File: config.mk
export PLATFORM = sky130hd
export DESIGN_NAME = multicycle_ctrl
export DESIGN_NICKNAME = d
export VERILOG_FILES = /design/src/rtl/multicycle_ctrl.sv
export SDC_FILE = /design/constraint.sdc
export NUM_CORES = 1
export LEC_CHECK = 0
export BUFFER_PORTS_ARGS = -buffer_cell sky130_fd_sc_hd__buf_2
export CAP_MARGIN = 0
export CORE_MARGIN = 5
export CORE_UTILIZATION = 48
export DETAILED_ROUTE_END_ITERATION = 16
export GPL_TIMING_DRIVEN = 0
export PLACE_DENSITY_LB_ADDON = 0.15
export SLEW_MARGIN = 25
export SYNTH_ARGS = -nofsm -noshare
export SYNTH_HDL_FRONTEND = slang
export SYNTH_SLANG_ARGS = --single-unit
File: constraint.sdc
create_clock -name clk -period 3.9 [get_ports clk]
set_input_delay 0.585 -clock clk [delete_from_list [all_inputs] [get_ports clk]]
set_output_delay 0.585 -clock clk [all_outputs]
set_load 0.02 [all_outputs]
File: src/rtl/multicycle_ctrl.sv
// Multicycle RISC-V style control unit: Moore-decoded datapath controls with a
// bounded wait on memory handshakes and sticky illegal/timeout flags.
module multicycle_ctrl #(
    parameter int MAX_WAIT = 15
) (
    input  logic        clk,
    input  logic        reset,
    input  logic [31:0] instruc,
    input  logic        mem_ready,
    input  logic        zero,
    output logic        pc_write,
    output logic        ir_write,
    output logic        mem_read,
    output logic        mem_write,
    output logic        reg_write,
    output logic [1:0]  alu_src_a,
    output logic [1:0]  alu_src_b,
    output logic [1:0]  alu_op,
    output logic [1:0]  mem_to_reg,
    output logic        pc_src,
    output logic        illegal,
    output logic        mem_err,
    output logic [3:0]  state
);

    typedef enum logic [3:0] {
        FETCH    = 4'd0,
        DECODE   = 4'd1,
        EXEC_R   = 4'd2,
        EXEC_I   = 4'd3,
        MEM_ADDR = 4'd4,
        MEM_RD   = 4'd5,
        MEM_WR   = 4'd6,
        WB_ALU   = 4'd7,
        WB_MEM   = 4'd8,
        BRANCH   = 4'd9,
        JAL      = 4'd10,
        HALT     = 4'd11
    } state_t;

    localparam logic [6:0] OP_R      = 7'b0110011;
    localparam logic [6:0] OP_I      = 7'b0010011;
    localparam logic [6:0] OP_LOAD   = 7'b0000011;
    localparam logic [6:0] OP_STORE  = 7'b0100011;
    localparam logic [6:0] OP_BRANCH = 7'b1100011;
    localparam logic [6:0] OP_JAL    = 7'b1101111;

    state_t     cur, nxt;
    logic [3:0] wait_cnt;
    logic       waiting;
    logic       timeout;
    logic       bad_op;
    logic [6:0] opcode;
    logic [2:0] funct3;

    assign opcode  = instruc[6:0];
    assign funct3  = instruc[14:12];
    assign state   = cur;
    assign waiting = (cur == FETCH) || (cur == MEM_RD) || (cur == MEM_WR);
    // This is the MAX_WAIT-th consecutive cycle without mem_ready.
    assign timeout = waiting && !mem_ready && (wait_cnt == 4'(MAX_WAIT - 1));

    // NOTE: sequential state uses non-blocking assignments so every register
    // samples the pre-edge values of the others, independent of statement order.
    always_ff @(posedge clk) begin
        if (reset) begin
            cur      <= FETCH;
            wait_cnt <= '0;
            illegal  <= 1'b0;
            mem_err  <= 1'b0;
        end else begin
            cur <= nxt;
            if (nxt != cur)
                wait_cnt <= '0;
            else if (waiting && !mem_ready)
                wait_cnt <= wait_cnt + 4'd1;
            if (bad_op)
                illegal <= 1'b1;
            if (timeout)
                mem_err <= 1'b1;
        end
    end

    // NOTE: every output of this block gets a default first, so no path through
    // the case statement can leave a signal unassigned and infer a latch.
    always_comb begin
        nxt        = cur;
        bad_op     = 1'b0;
        pc_write   = 1'b0;
        ir_write   = 1'b0;
        mem_read   = 1'b0;
        mem_write  = 1'b0;
        reg_write  = 1'b0;
        alu_src_a  = 2'd0;
        alu_src_b  = 2'd0;
        alu_op     = 2'd0;
        mem_to_reg = 2'd0;
        pc_src     = 1'b0;

        case (cur)
            FETCH: begin
                mem_read  = 1'b1;
                alu_src_b = 2'd2;
                if (mem_ready) begin
                    ir_write = 1'b1;
                    pc_write = 1'b1;
                    nxt      = DECODE;
                end else if (timeout) begin
                    nxt = HALT;
                end
            end
            DECODE: begin
                alu_src_a = 2'd2;
                alu_src_b = 2'd1;
                case (opcode)
                    OP_R:               nxt = EXEC_R;
                    OP_I:               nxt = EXEC_I;
                    OP_LOAD, OP_STORE:  nxt = MEM_ADDR;
                    OP_BRANCH:          nxt = BRANCH;
                    OP_JAL:             nxt = JAL;
                    default: begin
                        nxt    = HALT;
                        bad_op = 1'b1;
                    end
                endcase
            end
            EXEC_R: begin
                alu_src_a = 2'd1;
                alu_op    = 2'd2;
                nxt       = WB_ALU;
            end
            EXEC_I: begin
                alu_src_a = 2'd1;
                alu_src_b = 2'd1;
                alu_op    = 2'd2;
                nxt       = WB_ALU;
            end
            MEM_ADDR: begin
                alu_src_a = 2'd1;
                alu_src_b = 2'd1;
                nxt       = (opcode == OP_LOAD) ? MEM_RD : MEM_WR;
            end
            MEM_RD: begin
                mem_read = 1'b1;
                if (mem_ready)    nxt = WB_MEM;
                else if (timeout) nxt = HALT;
            end
            MEM_WR: begin
                mem_write = 1'b1;
                if (mem_ready)    nxt = FETCH;
                else if (timeout) nxt = HALT;
            end
            WB_ALU: begin
                reg_write = 1'b1;
                nxt       = FETCH;
            end
            WB_MEM: begin
                reg_write  = 1'b1;
                mem_to_reg = 2'd1;
                nxt        = FETCH;
            end
            BRANCH: begin
                alu_src_a = 2'd1;
                alu_op    = 2'd1;
                pc_src    = 1'b1;
                pc_write  = ((funct3 == 3'b000) && zero) || ((funct3 == 3'b001) && !zero);
                nxt       = FETCH;
            end
            JAL: begin
                reg_write  = 1'b1;
                mem_to_reg = 2'd2;
                pc_write   = 1'b1;
                pc_src     = 1'b1;
                nxt        = FETCH;
            end
            HALT:    nxt = HALT;
            default: nxt = FETCH;
        endcase
    end

endmodule
* Word level (Yosys, flattened, before mapping) *
Cells that the tools add are included.

word-level totals
  register bits after elaboration = 10

cells by class
  add/subtract/negate cells = 1
  equality and inequality tests = 20
  muxes and demuxes = 20
  reductions and logical operators = 20

operator list
  kind                                           number
  one-hot mux 4 bit (7 select lines)             1
  == test 4 bit, second input constant           5
  one-hot mux 4 bit (5 select lines)             1
  == test 4 x 3 -> 1 bit, second input constant  4
  2-to-1 mux 4 bit                               4
  one-hot mux 2 bit (2 select lines)             4
  == test 7 x 6 -> 1 bit, second input constant  2
  == test 7 bit, second input constant           2
  OR reduction 2 bit                             5
  == test 4 x 2 -> 1 bit, second input constant  2
  2-to-1 mux 1 bit                               8
  == test 7 x 2 -> 1 bit, second input constant  1
  == test 7 x 5 -> 1 bit, second input constant  1
  OR reduction 3 bit                             2
  OR reduction 6 bit                             1
  adder 4 x 1 -> 4 bit, second input constant    1
  == test 4 x 1 -> 1 bit, second input constant  1
  logical AND 1 bit                              4
  zero test 4 bit                                1
  != test 4 bit                                  1
  OR reduction 4 bit                             1
  == test 3 x 1 -> 1 bit, second input constant  1
  zero test 3 bit                                1
  logical OR 1 bit                               3
  other kinds (3)                                4

* Depth between registers and ports, before layout *
  depth after elaboration = 10
  gate-level depth with buffers = 8
  mapped depth without buffers = 7

* Worst setup path after synthesis *
OpenSTA, ideal clock, no wires.

  path kind = flip-flop to output port
  from = register cur[2] (netlist: state[2])
  to = output port pc_write
  arrival = 1.953 ns
  data required time = 3.315 ns
  slack = 1.362 ns
  stages on the path, launching flop included = 5
  path buffers = 1
  path through = dfxtp_1 buf_2 nor4_1 and2_1 or3_1

on the way
  word-level cells in the longest chain between the ends = 2
  elaborated cells between the ends (all ways) = 4

RTL lines
  what                                                     RTL line  text
  start, declared                                          48        state_t cur, nxt;
  start signal, assigned                                   72        cur <= nxt;
  == test 4 bit / zero test 4 bit (equally long branches)  100       case (cur)
  one-hot mux 1 bit (3 select lines) (*)                   100
  end, declared                                            11        output logic pc_write,

Mark *: on every way between the ends. The rest lies on a longest branch, timed or not.

* Worst setup path in the final report *
Same ends and word-level chain as after synthesis.

==> impl_metrics.json <==
{
  "crit_type": "register to output port",
  "postCtsHoldBufs": 0,
  "p_clk_frac": 0.097,
  "crit_path_top_delay_cell": "or3_1",
  "yosysSeqAreaShare": 0.1930,
  "end_kind": "output port",
  "crit_buf_inv": 3,
  "finalSetupViolCount": 0,
  "n_antenna_cell": 0,
  "p_leak_nw": 0.5746,
  "die_w_microns": 56.49,
  "firstDrtPassIters": 4,
  "layout.cells.most_common_list": "buf_2 (39), nor2_1 (12), dfxtp_1 (10)",
  "relSlewSlack": 0.6814,
  "synthCells": 143,
  "syn_area_sq_mm": 0.001037,
  "ios": 56,
  "cts_buffers": 3,
  "seqPwrFrac": 0.161,
  "insertion_delay_ns": 0.26,
  "globalRouteTotalUtil": 0.1881,
  "synth_top_area_cell": "dfxtp_1",
  "yosysUniqueCellTypes": 50,
  "drtAntennaViolNets": 0,
  "cp_top_family": "buffers and inverters",
  "coreArea_sq_mm": 0.002002,
  "grt_pass1_wl_mm": 5.009,
  "worstPathArrival_ns": 1.99,
  "num_vias": 1237,
  "area_growth_pct": 22.68,
  "path_cells": "buf_2, buf_1, nand2b_1, nor2_1, or3_1, buf_2",
  "tightest_slew_ns": 0.4778,
  "grt_max_degree": 11,
  "cts_tree": "built",
  "drv_slew": 0,
  "synth_top_area_frac": 0.1930,
  "max-cap-violations": 0,
  "drive_gt1_frac": 0.2944,
  "io_buffer_count": 33,
  "status": "complete, no violations",
  "dp.final_hpwl_mm": 2.265,
  "ir_drop_mv": 0.4880,
  "rsz0062_at_grt": "false",
  "synth_fp_nets": 181,
  "synthTopCellsByArea": "dfxtp_1 (19%), nor2_1 (4.3%), nor4_1 (4.2%), o21ai_0 (3.9%), a21oi_1 (3.4%)",
  "finalWirelength_mm": 3.003,
  "clockBufferDepth": 2,
  "h-tree-depth": 1,
  "synth_area_per_cell_sq_um": 7.253,
  "place.gp.congestion": 0.8813,
  "async_flop_share": 0,
  "cp_common_cell": "buf_2",
  "gr-total-overflow": 0,
  "synth-seq-cells": 10,
  "switchingPower_mw": 0.5086,
  "synth-edff-count": 0,
  "power_density_mw_per_mm2": 745.6,
  "crit_path_max_fanout": 10,
  "total_power_mw": 0.9488,
  "timing.final.crit_period_ns": 2.574,
  "finalHoldViolations": 0,
  "cts.sinks": 10,
  "clockRootBuffer": "clkbuf_4",
  "synthFlopType": "dfxtp_1",
  "p_sw_frac": 0.5361,
  "fin_crit_sh": 0.6601,
  "post_drt_wl_per_cell_microns": 14.51,
  "min_path_type": "register to register",
  "row_count": 16,
  "drt-initial-drc-count": 47,
  "initial_core_util": 0.5181,
  "slowest_delay_ns": 0.36,
  "routed_via_density": 5.976,
  "grt_pass1_vias": 1121,
  "antenna_found_initial": 0,
  "nets": 219,
  "clk_pin_slew_ns": 0.06,
  "cp.required_ns": 3.31,
  "start_kind": "register",
  "setup_tns_ns": 0,
  "internal_power_mw": 0.4402,
  "fmax_ghz": 0.3885,
  "route.detailed.drc": 0,
  "clock_skew_ns": 0.003449,
  "yosys_warnings": 0,
  "die_h_microns": 56.49,
  "post_cts_buffers": 0,
  "die_area_sq_mm": 0.003191,
  "post_cts_resized": 0,
  "layout_commonest_cell": "buf_2",
  "p_comb_frac": 0.741
}
[metrics by stage]
stage	instances	hold slack (ns)	cell area (sq um)	worst slack, ns	utilization
after floorplan	143	0.5674	1037	1.362	-
after global placement	203	0.4501	1236	1.608	0.6175
after detailed placement	203	0.4616	1236	1.514	0.6175
after CTS	207	0.4766	1272	1.320	0.6356
after global routing	207	0.5271	1272	1.167	0.6356
final	207	0.4731	1272	1.326	0.6356
[flip-flops by register name, indices dropped and copies added, names as in the netlist]
name	flops
mem_err	1
state	4
illegal	1
wait_cnt	4
[synthesized netlist by cell type (3+ instances only)]
master and number:
a21oi_1 7, a31oi_1 3, buf_2 6, dfxtp_1 10
inv_1 5, nand2_1 8, nand2b_1 5, nand3_1 7
nand4_1 4, nor2_1 12, nor2b_1 5, nor3_1 5
nor4_1 7, o21ai_0 8, o31ai_1 3
[cell families (layout without fill, tap and decap cells)]
| family | after synthesis | in the layout | synth area share |
|---|---|---|---|
| xor gates and xnor gates | 4 | 4 | 0.03378 |
| AOI/OAI and AO/OA | 37 | 37 | 0.2582 |
| and+or+nand+nor | 73 | 73 | 0.4125 |
| DFF | 10 | 10 | 0.1930 |
| buffers and inverters | 16 | 53 | 0.06877 |
| muxes | 1 | 1 | 0.009651 |
| adders and majority gates | 2 | 2 | 0.02412 |
[power by group through the flow]
stage	Combinational, mW	Clock, mW	Sequential, mW
after floorplan	0.491	0	0.173
after detailed placement	0.695	0	0.155
final	0.703	0.0923	0.153
after global routing	0.765	0.0993	0.158
after global placement	0.679	0	0.154
after CTS	0.698	0.0943	0.152
[worst paths after layout]
path              slack (ns)     endpoint         from  cells past startpoint
hold / removal          0.47      illegal      illegal                      2
hold reg to reg         0.47      illegal      illegal                      2
setup / recovery        1.33     pc_write     state[2]                      6
setup reg to reg        1.53  wait_cnt[3]  wait_cnt[0]                      8
[final cells by class]
type                       count  area [sq um]
inverter                       5         18.77
clock buffer                   4         36.28
buffer                        11         52.55
timing repair buffer          33         165.2
fill                         194         729.5
multi-input combinational    117         765.7
tap                           27         33.78
sequential                    10         200.2
[routing by layer]
metal	track usage	routed length, microns	vias up
met5	0	0	-
met4	0.05085	29	0
met3	0.04128	256	5
met2	0.3003	1346	55
met1	0.2527	1370	563
li1	-	-	614
[worst register-to-register path: cells and delay by family, from the launching register on]
| kind | cells | cell delay [ns] |
|---|---|---|
| AND/OR/NAND/NOR | 3 | 0.99 |
| AO/OA/AOI/OAI | 2 | 0.41 |
| flip-flops | 1 | 0.37 |
| buffers and inverters | 2 | 0.29 |
| adder cells (fa/ha/maj) | 1 | 0.20 |
Note: power is estimated with default switching activity, not from simulation.
